`src/rtl/dreg_share_arbiter_pkg.sv`:
```
// Shared types and helpers for the round-robin shared-register arbiter.
// Holds the FSM state type, the requester limit and the round-robin pick function.
package dreg_share_pkg;

    localparam int N_REQ_MAX = 8;

    typedef enum logic [1:0] {
        IDLE  = 2'd0,
        WRITE = 2'd1,
        ACK   = 2'd2
    } state_t;

    // First asserted request scanning ptr, ptr+1, ... modulo n; 0 when none.
    function automatic logic [2:0] rr_pick(input logic [N_REQ_MAX-1:0] req,
                                           input logic [2:0]           ptr,
                                           input int                   n);
        logic [2:0] win;
        logic       found;
        int         idx;
        win   = '0;
        found = 1'b0;
        for (int k = 0; k < N_REQ_MAX; k++) begin
            idx = (int'(ptr) + k) % n;
            if (k < n && !found && req[idx]) begin
                win   = 3'(idx);
                found = 1'b1;
            end
        end
        return win;
    endfunction

endpackage

```
`src/rtl/dreg_share_arbiter_if.sv`:
```
// Requester-facing bundle of the shared-register arbiter.
// The master side drives requests and data; the slave side is the arbiter.
interface dreg_share_arbiter_if #(
    parameter int N_REQ = 4,
    parameter int WIDTH = 8
);
    logic [N_REQ-1:0]       req;
    logic [N_REQ*WIDTH-1:0] wdata;
    logic [N_REQ-1:0]       grant;
    logic [N_REQ-1:0]       ack;
    logic                   busy;
    logic [WIDTH-1:0]       q;

    modport master (
        output req, wdata,
        input  grant, ack, busy, q
    );

    modport slave (
        input  req, wdata,
        output grant, ack, busy, q
    );
endinterface

```
`src/rtl/dreg_share_arbiter_shared_dreg.sv`:
```
// WIDTH-bit D register with synchronous active-high reset and load enable.
// This is the single storage element shared by all requesters.
module shared_dreg #(
    parameter int WIDTH = 8
) (
    input  logic             clk,
    input  logic             rst,
    input  logic             en,
    input  logic [WIDTH-1:0] d,
    output logic [WIDTH-1:0] q
);
    logic [WIDTH-1:0] q_reg;

    always_ff @(posedge clk) begin
        if (rst) begin
            q_reg <= '0;
        end else if (en) begin
            q_reg <= d;
        end
    end

    assign q = q_reg;
endmodule

```
`src/rtl/dreg_share_arbiter.sv`:
```
// Round-robin sequencer granting one requester at a time write access to a
// shared register: IDLE picks a winner, WRITE loads its data, ACK pulses ack.
module dreg_share_arbiter
    import dreg_share_pkg::*;
#(
    parameter int N_REQ = 4,
    parameter int WIDTH = 8
) (
    input  logic                clk,
    input  logic                rst,
    dreg_share_arbiter_if.slave bus
);
    state_t           state_reg;
    logic [2:0]       ptr_reg;
    logic [N_REQ-1:0] grant_reg;
    logic [N_REQ-1:0] ack_reg;

    logic [N_REQ_MAX-1:0] req_ext;
    logic [2:0]           pick;
    logic [WIDTH-1:0]     masked_data [N_REQ];
    logic [WIDTH-1:0]     sel_data;

    assign req_ext = N_REQ_MAX'(bus.req);
    assign pick    = rr_pick(req_ext, ptr_reg, N_REQ);

    // grant_reg is one-hot while writing, so an AND-OR mux selects the winner's data.
    genvar gi;
    generate
        for (gi = 0; gi < N_REQ; gi++) begin : g_mask
            assign masked_data[gi] = grant_reg[gi] ? bus.wdata[gi*WIDTH +: WIDTH] : '0;
        end
    endgenerate

    always_comb begin
        sel_data = '0;
        for (int i = 0; i < N_REQ; i++) begin
            sel_data = sel_data | masked_data[i];
        end
    end

    always_ff @(posedge clk) begin
        if (rst) begin
            state_reg <= IDLE;
            ptr_reg   <= '0;
            grant_reg <= '0;
            ack_reg   <= '0;
        end else begin
            case (state_reg)
                IDLE: begin
                    if (|bus.req) begin
                        grant_reg <= N_REQ'(1) << pick;
                        ptr_reg   <= (pick == 3'(N_REQ - 1)) ? 3'd0 : pick + 3'd1;
                        state_reg <= WRITE;
                    end
                end
                WRITE: begin
                    ack_reg   <= grant_reg;
                    state_reg <= ACK;
                end
                ACK: begin
                    ack_reg   <= '0;
                    grant_reg <= '0;
                    state_reg <= IDLE;
                end
                default: begin
                    ack_reg   <= '0;
                    grant_reg <= '0;
                    state_reg <= IDLE;
                end
            endcase
        end
    end

    shared_dreg #(.WIDTH(WIDTH)) u_dreg (
        .clk (clk),
        .rst (rst),
        .en  (state_reg == WRITE),
        .d   (sel_data),
        .q   (bus.q)
    );

    assign bus.grant = grant_reg;
    assign bus.ack   = ack_reg;
    assign bus.busy  = (state_reg != IDLE);
endmodule

```
`src/flat_wrapper.sv`:
```
// flat-port wrapper written by rule: the top's interface ports become plain ports
module dreg_share_arbiter_flat import dreg_share_pkg::*;
#(
    parameter int N_REQ = 4,
    parameter int WIDTH = 8
)
  (clk, rst, bus_req, bus_wdata, bus_grant, bus_ack, bus_busy, bus_q);
  dreg_share_arbiter_if #(.N_REQ(N_REQ), .WIDTH(WIDTH)) bus_i ();
  input  logic clk;
  input  logic rst;
  input wire logic [$bits(bus_i.req)-1:0] bus_req;
  input wire logic [$bits(bus_i.wdata)-1:0] bus_wdata;
  output wire logic [$bits(bus_i.grant)-1:0] bus_grant;
  output wire logic [$bits(bus_i.ack)-1:0] bus_ack;
  output wire logic [$bits(bus_i.busy)-1:0] bus_busy;
  output wire logic [$bits(bus_i.q)-1:0] bus_q;
  assign bus_i.req = bus_req;
  assign bus_i.wdata = bus_wdata;
  assign bus_grant = bus_i.grant;
  assign bus_ack = bus_i.ack;
  assign bus_busy = bus_i.busy;
  assign bus_q = bus_i.q;
  dreg_share_arbiter #(.N_REQ(N_REQ), .WIDTH(WIDTH)) u_core (.clk(clk), .rst(rst), .bus(bus_i));
endmodule
```
`config.mk`:
```
export PLATFORM = sky130hd
export DESIGN_NAME = dreg_share_arbiter_flat
export DESIGN_NICKNAME = d
export VERILOG_FILES = /design/src/rtl/dreg_share_arbiter_pkg.sv /design/src/rtl/dreg_share_arbiter_if.sv /design/src/rtl/dreg_share_arbiter_shared_dreg.sv /design/src/rtl/dreg_share_arbiter.sv /design/src/flat_wrapper.sv
export SDC_FILE = /design/constraint.sdc
export NUM_CORES = 1
export LEC_CHECK = 0
export CELL_PAD_IN_SITES_DETAIL_PLACEMENT = 1
export CELL_PAD_IN_SITES_GLOBAL_PLACEMENT = 1
export CORE_ASPECT_RATIO = 1.75
export CORE_MARGIN = 3
export CORE_UTILIZATION = 29
export CTS_CLUSTER_SIZE = 20
export DETAILED_ROUTE_END_ITERATION = 10
export GPL_TIMING_DRIVEN = 0
export PLACE_DENSITY_LB_ADDON = 0.15
export SYNTH_ARGS = -nofsm -noshare
export SYNTH_HDL_FRONTEND = slang
export SYNTH_SLANG_ARGS = --single-unit
```
`constraint.sdc`:
```
create_clock -name clk -period 4.2 [get_ports clk]
set_input_delay 0.84 -clock clk [delete_from_list [all_inputs] [get_ports clk]]
set_output_delay 0.84 -clock clk [all_outputs]
set_load 0.05 [all_outputs]
```
## Word-level counts from Yosys, hierarchy flattened

Index checks and enable logic that the tools add are counted.

- Bits in registers: 20
- Output and inout bits: 17

- $add $sub $neg: 4
- $lt $le $gt $ge: 4
- Equality and inequality tests: 3
- Shift operators: 1
- Muxes and demuxes: 28
- Bitwise logic cells: 7
- Reductions and logical operators: 14

Operators with widths:

| operator | count |
|---|---|
| $mux 8 | 4 |
| $or 8x8->8 | 3 |
| $pmux 4 s2 | 2 |
| $lt 3x5->1 const B | 3 |
| $mux 1 | 10 |
| $bmux 1 s3 | 3 |
| $mux 3 | 3 |
| $mux 2 | 3 |
| $reduce_or 2->1 | 3 |
| $add 2x1->2 const B | 2 |
| $add 2x2->2 const B | 2 |
| $lt 2x4->1 const B | 1 |
| $mux 4 | 1 |
| $pmux 2 s2 | 1 |
| $reduce_and 2->1 | 2 |
| $reduce_or 4->1 | 1 |
| $shl 1x3->4 const A | 1 |
| $and 1x1->1 const A | 3 |
| $eq 3x2->1 const B | 1 |
| $logic_and 1x1->1 | 3 |
| $logic_not 1->1 | 3 |
| $bmux 1 s2 | 1 |
| $eq 2x1->1 const B | 1 |
| $logic_not 2->1 | 1 |
| 3 further kinds | 3 |

## Logic depth before layout (Yosys ltp)

Gate-level depths: netlist of run 1.

- Depth in word-level cells: 17
- Depth in mapped cells: 7

## Modules after synthesis

Synthesis of run 1 repeated with hierarchy kept, for this count alone.

- Cells, all modules: 118
- Area, all modules: 1026.0 sq um

Modules (own cells, without submodules):

| module | times used | cells an instance | area an instance (sq um) | sequential area each (sq um) |
|---|---|---|---|---|
| dreg_share_arbiter | 1 | 92 | 740.7 | 240.2 |
| shared_dreg | 1 | 26 | 285.3 | 160.2 |

## Worst setup path after synthesis of run 1

No wires, ideal clock.

- Path type: input to register
- Start: input port bus_req[2]
- End: register u_core.ptr_reg[1]
- Setup time: 0.129 ns
- Arrival: 1.808 ns
- Data required time: 4.071 ns
- Setup slack: 2.263 ns
- Stages on the path: 7
- Path buffers: 0
- Path through: inv_1 o22ai_1 o21ai_0 nor2b_1 ha_1 mux2i_1 nor2_1

- Longest elaborated chain between the ends: 14
- Elaborated cells on any way between the ends: 29

Ends and longest elaborated chain:

| item | RTL line | text |
|---|---|---|
| start: declaration | flat_wrapper.sv:11 | `input wire logic [$bits(bus_i.req)-1:0] bus_req;` |
| $bmux 1 s2 | dreg_share_arbiter_pkg.sv:24 | `if (k < n && !found && req[idx]) begin` |
| $mux 1 (not written as such) | dreg_share_arbiter_pkg.sv:24 |  |
| $mux 1 | dreg_share_arbiter_pkg.sv:24 |  |
| $logic_not 1->1 | dreg_share_arbiter_pkg.sv:24 |  |
| $logic_and 1x1->1 | dreg_share_arbiter_pkg.sv:24 |  |
| $mux 1 | dreg_share_arbiter_pkg.sv:24 |  |
| $logic_not 1->1 | dreg_share_arbiter_pkg.sv:24 |  |
| $logic_and 1x1->1 | dreg_share_arbiter_pkg.sv:24 |  |
| $mux 1 | dreg_share_arbiter_pkg.sv:24 |  |
| $logic_not 1->1 | dreg_share_arbiter_pkg.sv:24 |  |
| $logic_and 1x1->1 | dreg_share_arbiter_pkg.sv:24 |  |
| $mux 3 | dreg_share_arbiter_pkg.sv:24 |  |
| $add 2x1->2 or $eq 3x2->1 (tied branches) | dreg_share_arbiter.sv:52 | `ptr_reg <= (pick == 3'(N_REQ - 1)) ? 3'd0 : pick + 3'd1;` |
| $mux 2 | dreg_share_arbiter.sv:52 |  |
| end signal: assignment | dreg_share_arbiter.sv:52 |  |
| end: declaration | dreg_share_arbiter.sv:14 | `logic [2:0] ptr_reg;` |

Parallel ways exist; a longest one is shown, timed or not. The select of a mux whose other input is x is not followed.
A chain may end at the register's enable or synchronous reset.

## Worst setup path after layout of run 1

- Start: register u_core.state_reg[0]
- End: output port bus_busy

- Longest elaborated chain between the ends: 1

Ends and longest elaborated chain:

| item | RTL line | text |
|---|---|---|
| start: declaration | dreg_share_arbiter.sv:13 | `state_t state_reg;` |
| start signal: assignment | dreg_share_arbiter.sv:43 | `state_reg <= IDLE;` |
| start signal: assignment | dreg_share_arbiter.sv:53 | `state_reg <= WRITE;` |
| start signal: assignment | dreg_share_arbiter.sv:58 | `state_reg <= ACK;` |
| $reduce_bool 2->1 | dreg_share_arbiter.sv:84 | `assign bus.busy = (state_reg != IDLE);` |
| end: declaration | flat_wrapper.sv:15 | `output wire logic [$bits(bus_i.busy)-1:0] bus_busy;` |

No other way between the ends.

==> flow_summary_export.csv, run 1 <==
group,metric,value,unit
sta,timing.slew.headroom,0.615,
cells_and_area,multiInputGateArea,546,sq um
die,io_pins,55,
cells_and_area,seq_area,400,sq um
routing,remaining_drc_errors,0,
synthesis,yosysSeqAreaShare,0.398,
synthesis,synth-compound-area-share,0.291,
synthesis,synthesis.nets,155,
cells_and_area,largest_reg_flops,8,
die,floorplan.core_area,3240,sq um
hold_path,worst_hold_path_type,"reg -> reg",
routing,num_vias,1090,
sta,clock_skew,1.74,ps
die,fp.dieH,83.9,microns
setup_path,cp-end-kind,"output port",
grt,grt_antenna_before_repair,0,
power,seqPwrFrac,0.343,
grt,grt_start_max_net_pins,13,
synthesis,synth_top_family_by_area,"compound AO/OA/AOI/OAI gates",
power,cell_internal_pwr,432,uW
power,clkPwrFrac,0.305,
setup_path,criticalPathCategory,"reg -> out",
grt,grtUsageTotal,0.179,
sta,finalCritPeriodShare,0.607,
run_status,run_status,"complete, no violations",
clock_network,clk-insertion-delay-late,270,ps
clock_network,post_cts_hold_buffer_count,0,
routing,antenna_left,0,
clock_network,cts_buffers,3,
power,total_leakage_power,0.000592,uW
power,cellPowerDensity,384,nW/um^2
synthesis,synth_xor_area_frac,0,
routing,drt-total-wl,3.59,mm
synthesis,synth_adder_area_share,0.0498,
cells_and_area,drive_above_1_share,0.0702,
die,placement_rows,27,
synthesis,synthesis.area_per_instance,8.90,sq um
synthesis,synth.ff_latch_count,20,
power,p_sw_frac,0.326,
power,p_sw,209,uW
cells_and_area,areaGrowthSynthToFinish,66.2,%
synthesis,synthMuxAreaShare,0.0498,
placement,hpwl,2.86,mm
clock_network,cts_buffer_depth,2,
sta,final_hold_violation_count,0,
sta,final_max_slew_viol_count,0,
setup_path,crit_required,3360,ps
placement,finalWeightedCongestion,0.690,
synthesis,postSynthCellCount,113,
clock_network,cts.clk_slew.worst_paths,70,ps
sta,period_minus_slack,2550,ps
synthesis,ys.warnings.count,0,
grt,grt_pass1_vias,1260,
routing,drt-initial-drc-count,29,
synthesis,synth-simple-area-share,0.152,
grt,first_pass_grt_wire_length,5.81,mm
synthesis,syn-cell-area,1010,sq um
setup_path,critPathMaxFanout,10,
power,worst_ir_drop_vdd,0.189,mV
clock_network,tritoncts,"yes",
routing,drt_first_pass_iters,4,
cells_and_area,fillers,393,
cells_and_area,finish.net_count,214,
setup_path,setup.worst_path.start_class,"flip-flop",
sta,grt_setup_unrepaired,"false",
clock_network,post-cts-setup-buffer-count,0,
routing,post_drt_wl_per_cell,16.8,microns
placement,place.port_buffers,54,
sta,worst_slew_pin_slew,578,ps
clock_network,post_cts_resized,0,
clock_network,cts.root.buffer_cell,"sky130_fd_sc_hd__clkbuf_8",
sta,final-setup-viol-count,0,
setup_path,critPathArrivalTime,1710,ps
clock_network,number_of_sinks_on_the_clock_net,20,
die,full_die_area,4240,sq um
clock_network,cts_max_level,1,
sta,achievable-frequency,0.392,GHz
sta,hold_ws,501,ps
die,initial_utilization,0.310,
power,comb_power_share,0.352,
run,maximum_capacitance_violations,0,
sta,timing.setup.tns,0,ps
cells_and_area,num_antenna_cells,0,
grt,overflow,0,
synthesis,post_synth_num_cell_types,23,
die,chipWidth,50.5,microns
routing,vias_per_cell,5.09,
==> cells in the final DEF, fill, tap and decap left out, drive strengths merged, types with 2 or more instances in the layout <==
cell type / instances
clkdlybuf4s50: 54
dfxtp: 20
nor2: 20
a22oi: 16
clkbuf: 9
a311oi: 8
o21ai: 6
a21oi: 6
mux2i: 5
nand2: 4
ha: 4
inv: 3
nor2b: 3
buf: 3
o22ai: 2
or2: 2
==> final cells by class <==
cell class / count / share of cell area
Timing Repair Buffer: 54 / 0.323
Tap cell: 43 / 0.0322
Clock inverter: 1 / 0.0180
Buffer: 9 / 0.0292
Sequential cell: 20 / 0.240
Multi-Input combinational cell: 81 / 0.326
Clock buffer: 3 / 0.0247
Inverter: 3 / 0.00674
==> logic make-up after synthesis <==
family                   Yosys count
AO/OA/AOI/OAI                     41
AND/OR/NAND/NOR                   31
flip-flops                        20
buffers and inverters             12
multiplexers                       5
adder cells (fa/ha/maj)            4
==> metal layers <==
| layer | up-vias | GRT usage | wire length, microns | part of all wire |
|---|---|---|---|---|
| met5 | - | 0 | 0 | 0 |
| met4 | 0 | 0.0833 | 69 | 0.019 |
| met3 | 5 | 0.0304 | 167 | 0.046 |
| met2 | 36 | 0.345 | 2060 | 0.57 |
| met1 | 516 | 0.175 | 1290 | 0.36 |
| li1 | 533 | - | - | - |
==> synth_stat cells <==
cell | count | area, sq um
sky130_fd_sc_hd__o21ai_0 | 6 | 30.0
sky130_fd_sc_hd__inv_1 | 3 | 11.3
sky130_fd_sc_hd__nand2_1 | 4 | 15.0
sky130_fd_sc_hd__buf_6 | 1 | 11.3
sky130_fd_sc_hd__a311oi_1 | 8 | 70.1
sky130_fd_sc_hd__nor4_4 | 1 | 21.3
sky130_fd_sc_hd__a211oi_2 | 1 | 12.5
sky130_fd_sc_hd__a21oi_1 | 6 | 30.0
sky130_fd_sc_hd__nor3_1 | 1 | 5.00
sky130_fd_sc_hd__ha_1 | 4 | 50.1
sky130_fd_sc_hd__buf_4 | 2 | 15.0
sky130_fd_sc_hd__a22oi_1 | 16 | 120
sky130_fd_sc_hd__nor2_1 | 19 | 71.3
sky130_fd_sc_hd__o22a_1 | 1 | 8.76
sky130_fd_sc_hd__o22ai_1 | 2 | 12.5
sky130_fd_sc_hd__clkbuf_1 | 6 | 22.5
sky130_fd_sc_hd__or2_4 | 1 | 8.76
sky130_fd_sc_hd__or2_2 | 1 | 6.26
sky130_fd_sc_hd__o221ai_1 | 1 | 8.76
sky130_fd_sc_hd__mux2i_1 | 5 | 50.1
sky130_fd_sc_hd__nor2_2 | 1 | 6.26
sky130_fd_sc_hd__nor2b_1 | 3 | 18.8
sky130_fd_sc_hd__dfxtp_1 | 20 | 400
==> worst max-delay path, stage by stage (launching register included) <==
cell                              delay [ps]
sky130_fd_sc_hd__dfxtp_1                 340
sky130_fd_sc_hd__buf_6                   150
sky130_fd_sc_hd__or2_4                   150
sky130_fd_sc_hd__clkdlybuf4s50_1         800
==> final timing paths <==
kind	start	endpoint	slack, ps	depth (start not counted)
min	u_core.u_dreg.q[5]	u_core.u_dreg.q[5]	500	2
min reg2reg	u_core.u_dreg.q[5]	u_core.u_dreg.q[5]	500	2
max	u_core.state_reg[0]	bus_busy	1650	3
max reg2reg	u_core.ptr_reg[0]	u_core.ptr_reg[1]	2540	6
==> power groups by stage <==
stage               clock (uW)  combinational, uW  sequential [uW]
CTS                        200                229              220
global placement             0                220              224
global route               209                242              223
finish                     196                226              220
floorplan                    0               86.9              269
detailed placement           0                227              225
==> stage by stage <==
stage | cells | setup WS (ps) | cell area (sq um) | util | power, uW
3_5_place_dp | 210 | 1390 | 1600 | 0.493 | 451
4_1_cts | 214 | 1640 | 1670 | 0.515 | 649
3_3_place_gp | 210 | 1490 | 1600 | 0.493 | 443
5_1_grt | 214 | 1580 | 1670 | 0.515 | 673
6_report | 214 | 1650 | 1670 | 0.515 | 642
2_1_floorplan | 113 | 2260 | 1010 | - | 356
No activity file was read; power rests on OpenSTA's default activity.
==> run 2: changes to the inputs <==
--- a/config.mk
+++ b/config.mk
@@ -9,7 +9,7 @@
 export CELL_PAD_IN_SITES_GLOBAL_PLACEMENT = 1
 export CORE_ASPECT_RATIO = 1.75
 export CORE_MARGIN = 3
-export CORE_UTILIZATION = 29
+export CORE_UTILIZATION = 24
 export CTS_CLUSTER_SIZE = 20
 export DETAILED_ROUTE_END_ITERATION = 10
 export GPL_TIMING_DRIVEN = 0
==> constraint.sdc (replaced) <==
create_clock -name clk -period 2.1 [get_ports clk]
set_input_delay 0.42 -clock clk [delete_from_list [all_inputs] [get_ports clk]]
set_output_delay 0.42 -clock clk [all_outputs]
set_load 0.05 [all_outputs]
==> run 2 against run 1 <==
  * Die area increased by 19%
  * Non-clock buffer count stayed put
  * Count of clock-buffer cells in the layout rose by 1
  * Clock power grew 51%
  * Critical path type is now in -> reg
  * Largest power group unchanged
==> flow_summary_export.csv, run 2 (synthesis gave the netlist of run 1 again) <==
group,metric,value,unit
grt,grtUsageTotal,0.148,
clock_network,post_cts_hold_buffer_count,0,
placement,place.port_buffers,54,
power,worst_ir_drop_vdd,0.318,mV
routing,antenna_left,0,
die,full_die_area,5030,sq um
routing,num_vias,1066,
grt,overflow,0,
setup_path,criticalPathCategory,"in -> reg",
die,io_pins,55,
sta,timing.slew.headroom,0.639,
setup_path,cp-end-kind,"flip-flop",
setup_path,critical-path-slowest-cell,"sky130_fd_sc_hd__clkdlybuf4s50_1",
placement,hpwl,2.73,mm
setup_path,setup.worst_path.start_class,"input pin",
grt,grt_start_max_net_pins,12,
setup_path,cp.buffers_inverters,1,
cells_and_area,drive_above_1_share,0.0819,
cells_and_area,multiInputGateArea,552,sq um
setup_path,critical-path-max-stage-delay,620,ps
routing,drt_first_pass_iters,4,
cells_and_area,largest_reg_flops,8,
clock_network,cts_buffer_depth,2,
run,maximum_capacitance_violations,0,
cells_and_area,num_antenna_cells,0,
sta,final_hold_violation_count,0,
grt,grt_pass1_vias,1172,
placement,dpl_worst_slack,-307,ps
routing,drt-total-wl,3.43,mm
sta,period_minus_slack,1870,ps
power,cellPowerDensity,708,nW/um^2
cells_and_area,seq_area,400,sq um
sta,timing.setup.tns,0,ps
power,total_leakage_power,0.000590,uW
clock_network,clk-insertion-delay-late,260,ps
cells_and_area,finish.net_count,214,
clock_network,cts.root.buffer_cell,"sky130_fd_sc_hd__clkbuf_8",
grt,first_pass_grt_wire_length,5.43,mm
setup_path,critPathArrivalTime,2010,ps
sta,grt_setup_unrepaired,"false",
cells_and_area,post-route-util,0.423,
placement,dp.cells,215,
sta,final_max_slew_viol_count,0,
die,fp.dieH,91.6,microns
setup_path,crit_required,2240,ps
routing,remaining_drc_errors,0,
sta,finalCritPeriodShare,0.889,
clock_network,cts_max_level,1,
sta,final-setup-viol-count,0,
hold_path,hp-start,"u_core.bus.ack[0]",
die,floorplan.core_area,3940,sq um
routing,post_drt_wl_per_cell,15.7,microns
die,placement_rows,30,
setup_path,cp_top_family,"buffers and inverters",
sta,achievable-frequency,0.536,GHz
setup_path,critPathMaxFanout,6,
clock_network,tritoncts,"yes",
die,initial_utilization,0.255,
hold_path,worst_hold_path_type,"reg -> reg",
grt,grt_antenna_before_repair,0,
die,chipWidth,54.9,microns
clock_network,cts.clk_slew.worst_paths,70,ps
sta,clock_skew,2.07,ps
routing,vias_per_cell,4.87,
sta,post-route-worst-setup-slack,233,ps
clock_network,cts_buffers,3,
power,total_power_consumption,1180,uW
run_status,run_status,"complete, no violations",
setup_path,critical_path.cell_chain,"clkdlybuf4s50_1 > o22ai_1 > o21ai_2 > nor2b_2 > ha_1 > mux2i_1 > nor2_1",
routing,drt-initial-drc-count,10,
cells_and_area,areaGrowthSynthToFinish,65.7,%
setup_path,worst_setup_path_startpoint,"bus_req[1]",
cells_and_area,mostFrequentLayoutCells,"sky130_fd_sc_hd__clkdlybuf4s50_1 (53), sky130_fd_sc_hd__dfxtp_1 (20), sky130_fd_sc_hd__nor2_1 (19), sky130_fd_sc_hd__a22oi_1 (16), sky130_fd_sc_hd__a311oi_1 (8)",
cells_and_area,layoutNonFillerInstCount,219,
sta,worst_slew_pin_slew,542,ps
cells_and_area,fillers,480,
placement,finalWeightedCongestion,0.704,
cells_and_area,layout_commonest_cell,"sky130_fd_sc_hd__clkdlybuf4s50_1",
setup_path,worst_case_register_to_register_setup_slack,570,ps
clock_network,number_of_sinks_on_the_clock_net,20,
setup_path,worstReg2RegStart,"u_core.ptr_reg[1]",
[run 2: changes by cell type in the layout (fill, tap and decap cells not counted), sizes merged]
| cell | before | now |
|---|---|---|
| dlygate4sd2 | 0 | 1 |
| bufinv | 1 | 0 |
| clkdlybuf4s50 | 54 | 53 |
| clkbuf | 9 | 10 |
[run 2: tightest hold or removal path: stages (launching register included)]
cell and delay, ps:
sky130_fd_sc_hd__dfxtp_1 330, sky130_fd_sc_hd__mux2i_1 70, sky130_fd_sc_hd__nor2_1 70
[run 2: per-stage QoR]
step           hold WS (ps)  area, sq um
2_1_floorplan           492         1010
3_3_place_gp            483         1610
3_5_place_dp            491         1610
4_1_cts                 505         1660
5_1_grt                 522         1670
6_report                502         1670
[run 2: timing repair]
item / CTS / global route
endpoints found under the setup margin: 2 / 1
setup buffers: 0 / 0
gates cloned: 0 / 0
resized for setup: 2 / 2
[run 2: metal layers]
layer | share of wire | GRT usage
met1 | 0.36 | 0.144
met5 | 0 | 0
met4 | 0.024 | 0.0791
met3 | 0.052 | 0.0163
met2 | 0.57 | 0.276
[run 2: final timing paths]
check | to | depth (start not counted)
max | u_core.ptr_reg[1] | 7
min | u_core.bus.ack[0] | 2
max reg2reg | u_core.ptr_reg[1] | 7
min reg2reg | u_core.bus.ack[0] | 2
[run 2: cell type report]
cell class              instances  share of cell area
multi-input cells              81               0.331
repair buffers                 54               0.324
flip-flops and latches         20               0.240
well taps                      48              0.0360
clock buffers                   4              0.0330
plain buffers                   9              0.0293
inverters                       3             0.00676
[run 2: report_power, final]
group	internal, uW	leakage (uW)	switching, uW	total (uW)
Clock	167	0.0000288	129	296
Sequential	417	0.000164	24.4	441
Combinational	193	0.000397	250	443
Total	777	0.000590	404	1180
